File: config.mk
export PLATFORM = sky130hd
export DESIGN_NAME = hazard_scoreboard
export DESIGN_NICKNAME = d
export VERILOG_FILES = /design/src/rtl/hazard_scoreboard.sv
export SDC_FILE = /design/constraint.sdc
export NUM_CORES = 1
export LEC_CHECK = 0
export ABC_AREA = 1
export CORE_MARGIN = 4
export CORE_UTILIZATION = 67
export CTS_BUF_LIST = sky130_fd_sc_hd__clkbuf_8
export CTS_CLUSTER_DIAMETER = 30
export CTS_CLUSTER_SIZE = 40
export DETAILED_ROUTE_END_ITERATION = 8
export MAX_ROUTING_LAYER = met4
export PLACE_DENSITY = 0.89
export SLEW_MARGIN = 40
export SYNTH_ARGS = -nofsm -noshare
export SYNTH_HDL_FRONTEND = slang
export SYNTH_SLANG_ARGS = --single-unit
File: constraint.sdc
create_clock -name clock -period 7.6 [get_ports clock]
set_input_delay 0.76 -clock clock [delete_from_list [all_inputs] [get_ports clock]]
set_output_delay 0.76 -clock clock [all_outputs]
set_load 0.05 [all_outputs]
File: src/rtl/hazard_scoreboard.sv
// ID-stage hazard scoreboard: per-register countdown of results not yet forwardable,
// driving RAW/WAW stalls. Optional stall statistics under HAZARD_STALL_STATS_EN.
module hazard_scoreboard #(
    parameter int NREGS   = 32,
    parameter int REG_AW  = 5,
    parameter int MAX_LAT = 4,
    parameter int LAT_W   = 3
) (
    input  logic              clock,
    input  logic              reset,
    input  logic              issue_valid,
    input  logic              issue_wr,
    input  logic [REG_AW-1:0] issue_rd,
    input  logic [LAT_W-1:0]  issue_lat,
    input  logic [REG_AW-1:0] id_rs,
    input  logic [REG_AW-1:0] id_rt,
    input  logic              id_use_rs,
    input  logic              id_use_rt,
    input  logic              flush,
    output logic              stall,
    output logic              PCWrite,
    output logic              IFID_Write,
    output logic              bubble_idex,
    output logic [NREGS-1:0]  pending
`ifdef HAZARD_STALL_STATS_EN
    ,
    output logic [31:0]       stall_cycles,
    output logic [15:0]       waw_stalls
`endif
);

    logic [LAT_W-1:0] w_cnt [NREGS];
    logic [NREGS-1:0] w_pending;
    logic             w_raw_rs;
    logic             w_raw_rt;
    logic             w_waw;
    logic             w_stall;
    logic             w_fire;

    // Register 0 is hardwired zero, so it reads as never pending.
    assign w_cnt[0]     = '0;
    assign w_pending[0] = 1'b0;

    generate
        for (genvar gi = 1; gi < NREGS; gi++) begin : g_reg
            logic [LAT_W-1:0] r_cnt;

            // A new issue reloads the countdown ahead of the decrement.
            always_ff @(posedge clock) begin
                if (reset) begin
                    r_cnt <= '0;
                end else if (w_fire && issue_wr && (issue_rd == REG_AW'(gi)) && (issue_lat != '0)) begin
                    r_cnt <= issue_lat;
                end else if (r_cnt != '0) begin
                    r_cnt <= r_cnt - LAT_W'(1);
                end
            end

            assign w_cnt[gi]     = r_cnt;
            assign w_pending[gi] = (r_cnt != '0);
        end
    endgenerate

    assign w_raw_rs = id_use_rs && (id_rs != '0) && (w_cnt[id_rs] != '0);
    assign w_raw_rt = id_use_rt && (id_rt != '0) && (w_cnt[id_rt] != '0);
    // An older longer-latency write must not land after a younger shorter one.
    assign w_waw    = issue_wr && (issue_rd != '0) && (w_cnt[issue_rd] > issue_lat);

    assign w_stall  = !reset && issue_valid && !flush && (w_raw_rs || w_raw_rt || w_waw);
    assign w_fire   = issue_valid && !w_stall && !flush;

    assign stall       = w_stall;
    assign PCWrite     = !w_stall;
    assign IFID_Write  = !w_stall;
    assign bubble_idex = w_stall || (flush && !reset);
    assign pending     = reset ? '0 : w_pending;

`ifndef SYNTHESIS
    always_ff @(posedge clock) begin
        if (!reset && issue_valid && issue_wr) begin
            assert (issue_lat <= LAT_W'(MAX_LAT));
        end
    end
`endif

`ifdef HAZARD_STALL_STATS_EN
    logic [31:0] r_stall_cycles;
    logic [15:0] r_waw_stalls;

    // Total stall cycles wrap; WAW stall count saturates.
    always_ff @(posedge clock) begin
        if (reset) begin
            r_stall_cycles <= '0;
            r_waw_stalls   <= '0;
        end else begin
            if (w_stall) begin
                r_stall_cycles <= r_stall_cycles + 32'd1;
            end
            if (w_stall && w_waw && (r_waw_stalls != 16'hFFFF)) begin
                r_waw_stalls <= r_waw_stalls + 16'd1;
            end
        end
    end

    assign stall_cycles = r_stall_cycles;
    assign waw_stalls   = r_waw_stalls;
`endif

endmodule

# After elaboration in Yosys (flattened, before gate mapping)
# Cells that the tools add are included.
dict set report totals {
  ramBits 0
  romBits 0
  reg_bits 93
  memories 0
  wordCells 321
  latch_bits 0
}
dict set report op_classes {
  n_bitwise 3
  mul 0
  muxes 72
  shift 0
  n_reduce_logical 149
  n_div 0
  add_sub_neg 31
  order_cmp 4
  eq_ne 31
}
# operator count
set op_table {}
lappend op_table {{$mux 3} 68}
lappend op_table {{$reduce_bool 3->1} 34}
lappend op_table {{$sub 3x1->3 const B} 31}
lappend op_table {{$eq 5x5->1 const B} 16}
lappend op_table {{$logic_and 1x1->1} 75}
lappend op_table {{$reduce_bool 2->1} 31}
lappend op_table {{$bmux 3 s5} 3}
lappend op_table {{$eq 5x4->1 const B} 8}
lappend op_table {{$mux 32} 1}
lappend op_table {{$eq 5x3->1 const B} 4}
lappend op_table {{$ge 6x6->1 const B} 3}
lappend op_table {{$not 5->6} 3}
lappend op_table {{$reduce_bool 5->1} 3}
lappend op_table {{$eq 5x2->1 const B} 2}
lappend op_table {{$eq 5x1->1 const B} 1}
lappend op_table {{$gt 3x3->1} 1}
lappend op_table {{$logic_not 1->1} 3}
lappend op_table {{$logic_or 1x1->1} 3}

# Longest topological paths before layout
dict set report logic_depth {
  word_depth 16
  mapped_depth 21
  ltp_nobuf 18
}

# Worst setup path after synthesis
# No wires, ideal clock.
dict set report synth_path {
  kind {input to output}
  startpoint {input port issue_rd[1]}
  endpoint {output port bubble_idex}
  slack_ns 3.440
  t_arrival_ns 3.400
  path_buffers 3
  required_ns 6.840
  path_stages 16
  cell_sequence {nand2_1 > clkbuf_1 > o22ai_1 > o21ai_0 > o21ai_0 > a211oi_1 > a31oi_1 > ha_1 > a21oi_1 > o21ai_0 > o2111ai_1 > nand3_2 > nand2_2 > buf_6 > buf_2 > nand2_1}
}
dict set report synth_between {
  elab_chain_len 9
  word_cells_on_any_way 11
}
# item line
set synth_rtl {}
lappend synth_rtl {{start, declared} 13} ;# input logic [REG_AW-1:0] issue_rd,
lappend synth_rtl {{$not 5->6 (implied by the code)} 67} ;# assign w_waw = issue_wr && (issue_rd != '0) && (w_cnt[issue_rd] > issue_lat);
lappend synth_rtl {{$bmux 3 s5} 67}
lappend synth_rtl {{$mux 3 (implied by the code) (2 in a row)} 67}
lappend synth_rtl {{$gt 3x3->1} 67}
lappend synth_rtl {{$logic_and 1x1->1 (*)} 67}
lappend synth_rtl {{$logic_or 1x1->1 (*)} 69} ;# assign w_stall = !reset && issue_valid && !flush && (w_raw_rs || w_raw_rt || w_waw);
lappend synth_rtl {{$logic_and 1x1->1 (*)} 69}
lappend synth_rtl {{$logic_or 1x1->1 (*)} 75} ;# assign bubble_idex = w_stall || (flush && !reset);
lappend synth_rtl {{end, declared} 23} ;# output logic bubble_idex,
# Mark *: on every way between the ends. The rest lies on a longest branch, timed or not. The select of a mux whose other input is x is not followed.

# Worst setup path after layout
dict set report layout_path {
  startpoint {input port issue_rd[0]}
  endpoint {output port bubble_idex}
}
# The elaborated chain is that of the path after synthesis.

==> impl_metrics.yaml <==
clock_network:
  cts_tree: "yes"
  cts.path.max_buffers: 2
  cts_buffers: 9
  cts_max_level: 3
  postCtsSetupBuffers: 0
  cts_root_buf: "clkbuf_8"
  cts_hold_buf: 0
  cts.sinks: 93
  post_cts_resized: 0
  clk_latency_ns: 0.40
  clkTransAtPathRegs_ns: 0.09
power_and_ir_drop:
  power.share.sequential_pct: 25.2
  max-vdd-ir-drop_uv: 247.3
  combPwrFrac_pct: 63.6
  swShare_pct: 50.36
  clockPowerShare_pct: 11.2
  p_switching_mw: 1.677
  p_int_mw: 1.653
  leakagePower_nw: 4.284
  power.density_nw_per_um2: 355.7
  total_power_mw: 3.330
sta:
  layout_min_cycle_time_ns: 5.452
  finClkSkew_ns: 0.01023
  fin_crit_sh_pct: 71.74
  holdWs_ns: 0.5016
  worstMarginPinSlew_ns: 0.9474
  relSlewSlack_pct: 36.64
  finalMaxSlewViolations: 0
  rsz0062_at_grt: "false"
  setup_viol: 0
  final_hold_viol_count: 0
  fin_ws_ns: 2.148
  fmax_mhz: 183.4
  setup_tns_ns: 0
synth:
  yosysSeqAreaShare_pct: 21.72
  syn_area_um2: 8571
  synth-compound-area-share_pct: 13.45
  synth_xor_area_share_pct: 3.474
  synth_seq_cells: 93
  yosys.area_share.simple_pct: 40.09
  synth_fa_ha_area_share_pct: 9.489
  yosysWarnings: 0
  synthesis.nets: 1490
  synthesis.instances: 1400
  synth_top_family_by_area: "simple AND/OR/NAND/NOR gates"
  synth_edf_count: 0
  synthArstFlopShare_pct: 0
  ys_types: 37
  syn_avg_cell_area_um2: 6.122
  synth_flop_cell: "dfxtp_1"
  synth_mux_area_share_pct: 0
drt:
  drcViolationCount: 0
  viasPerCell: 5.912
  drt_pass1_iterations: 6
  ant_nets: 0
  num_vias: 9436
  route.detailed.wl_per_inst_um: 17.25
  totalWireLength_mm: 27.53
  drt-initial-drc-count: 1079
setup_path:
  r2r_slack_ns: 4.03
  slowest_stage: "clkdlybuf4s50_1"
  worstSetupEndpointType: "output pin"
  path_common_cell: "nand2_1"
  arrival_ns: 4.69
  timing.rr.start: "g_reg[15].r_cnt[2]"
  setup.worst_path.start: "issue_rd[0]"
  worstPathCellList: "clkdlybuf4s50_1 -> inv_1 -> nand2_1 -> o22ai_1 -> a221oi_1 -> o21ai_0 -> a211oi_1 -> a21oi_1 -> ha_1 -> nand2_1 -> o21ai_0 -> o2111ai_1 -> nand3_2 -> nand2_4 -> nand2_1 -> clkdlybuf4s50_1"
  start_kind: "input pin"
  crit_type: "input pin to output pin"
  crit_path_max_fanout: 23
  slowest_delay_ns: 0.79
  cp.required_ns: 6.84
place:
  hpwl_mm: 19.09
  pre_cts_ws_ns: 2.279
  placedInstanceArea_um2: 9155
  dp.cells: 1582
  io_buffer_count: 59
  place.gp.congestion: 1.070
die:
  design.core.area_um2: 12570
  start_util_pct: 68.19
  pin_count: 61
  die_y_um: 121.1
  die_x_um: 121.1
  dieArea_um2: 14670
  fp-row-count: 41
finish:
  reg_top3: "g.r_cnt (93)"
  final_cell_area_um2: 9360
  nets: 1511
  utilization_pct: 74.47
  top_register: "g.r_cnt"
  largest_reg_flops: 93
  n_fill_cell: 1050
  area_delta_synth_final_pct: 9.212
  final-seq-area_um2: 1862
  multi_input_comb_area_um2: 5723
  drive_above_1_share_pct: 6.180
  diodes: 0
  final_cells: 1596
global_routing:
  antenna_found_initial: 0
  grt_pass1_wl_mm: 44.64
  grt_use_total_pct: 39.52
  overflow: 0
  grt_pass1_vias: 8806
  grt_max_degree: 65
status:
  outcome: "finished, final reports clean"
run:
  drv_cap: 0
min_path:
  min_path_type: "flop to flop"
  hold_start: "g_reg[25].r_cnt[1]"
cells by family after synthesis:
kind of cell | Yosys count
flops | 93
other cells | 1
simple gates | 752
buf+inv | 244
xor+xnor | 34
compound gates | 211
fa+ha+maj | 65
layout make-up:
cell class	instances	area share (%)
repair buffers	69	7.085
clock buffers	9	1.323
inverters	185	7.419
clock inverters	5	0.8421
multi-input cells	1063	61.14
well taps	172	2.299
flip-flops and latches	93	19.89
cell usage in the layout (no fill, tap or decap), types with 3 or more instances in the layout:
master	n
o21ai_1	33
a221oi_1	5
nand4_1	41
o22ai_1	21
clkbuf_8	9
inv_1	182
nand3_4	20
a22oi_1	4
nor3_1	4
or2_2	31
inv_2	3
nor2_2	3
xnor2_1	31
ha_1	65
o2111ai_1	3
nand2_1	278
buf_4	8
xor2_1	3
a211oi_1	4
nor2_1	268
o221ai_1	4
a21oi_1	40
dfxtp_1	93
nand3_1	101
o21ai_0	95
clkdlybuf4s50_1	57
Yosys cell counts (5+ instances only):
library cell    n  area, um2
nand2_1       279       1047
nor2_1        269       1010
inv_1         181      679.4
nand3_1       101      505.5
o21ai_0        95      475.5
dfxtp_1        93       1862
ha_1           65      813.3
nand4_1        41      256.5
a21oi_1        40      200.2
clkbuf_1       34      127.6
o21ai_1        33      165.2
or2_2          31      193.9
xnor2_1        31      271.5
o22ai_1        21      131.4
nand3_4        20      350.3
buf_2          12      60.06
a221oi_1        5      43.79
buf_4           5      37.54
power by group through the flow:
stage,Sequential (mW),Clock [mW],Combinational (mW)
after floorplan,0.785,0,1.63
after global placement,0.836,0,2.00
after detailed placement,0.835,0,2.07
after CTS,0.828,0.375,2.09
after global routing,0.856,0.393,2.41
final,0.839,0.373,2.12
layer usage:
metal / up-vias / global-route usage [%] / wire length, um
met5: - / - / 0
met4: 0 / 17.78 / 1311
met3: 122 / 9.557 / 3336
met2: 552 / 59.05 / 11860
met1: 4218 / 50.72 / 11020
li1: 4544 / - / -
worst paths after layout:
check	to	cells past startpoint
worst max-delay path	bubble_idex	16
worst min-delay path	g_reg[25].r_cnt[1]	2
worst min register to register	g_reg[25].r_cnt[1]	2
worst max register to register	g_reg[29].r_cnt[2]	16
critical path: cells and delay by family:
family	cells	cell delay, ns
buf+inv	3	1.44
compound gates	7	1.23
simple gates	5	0.95
fa+ha+maj	1	0.30
Note: power is estimated with default switching activity, not from simulation.
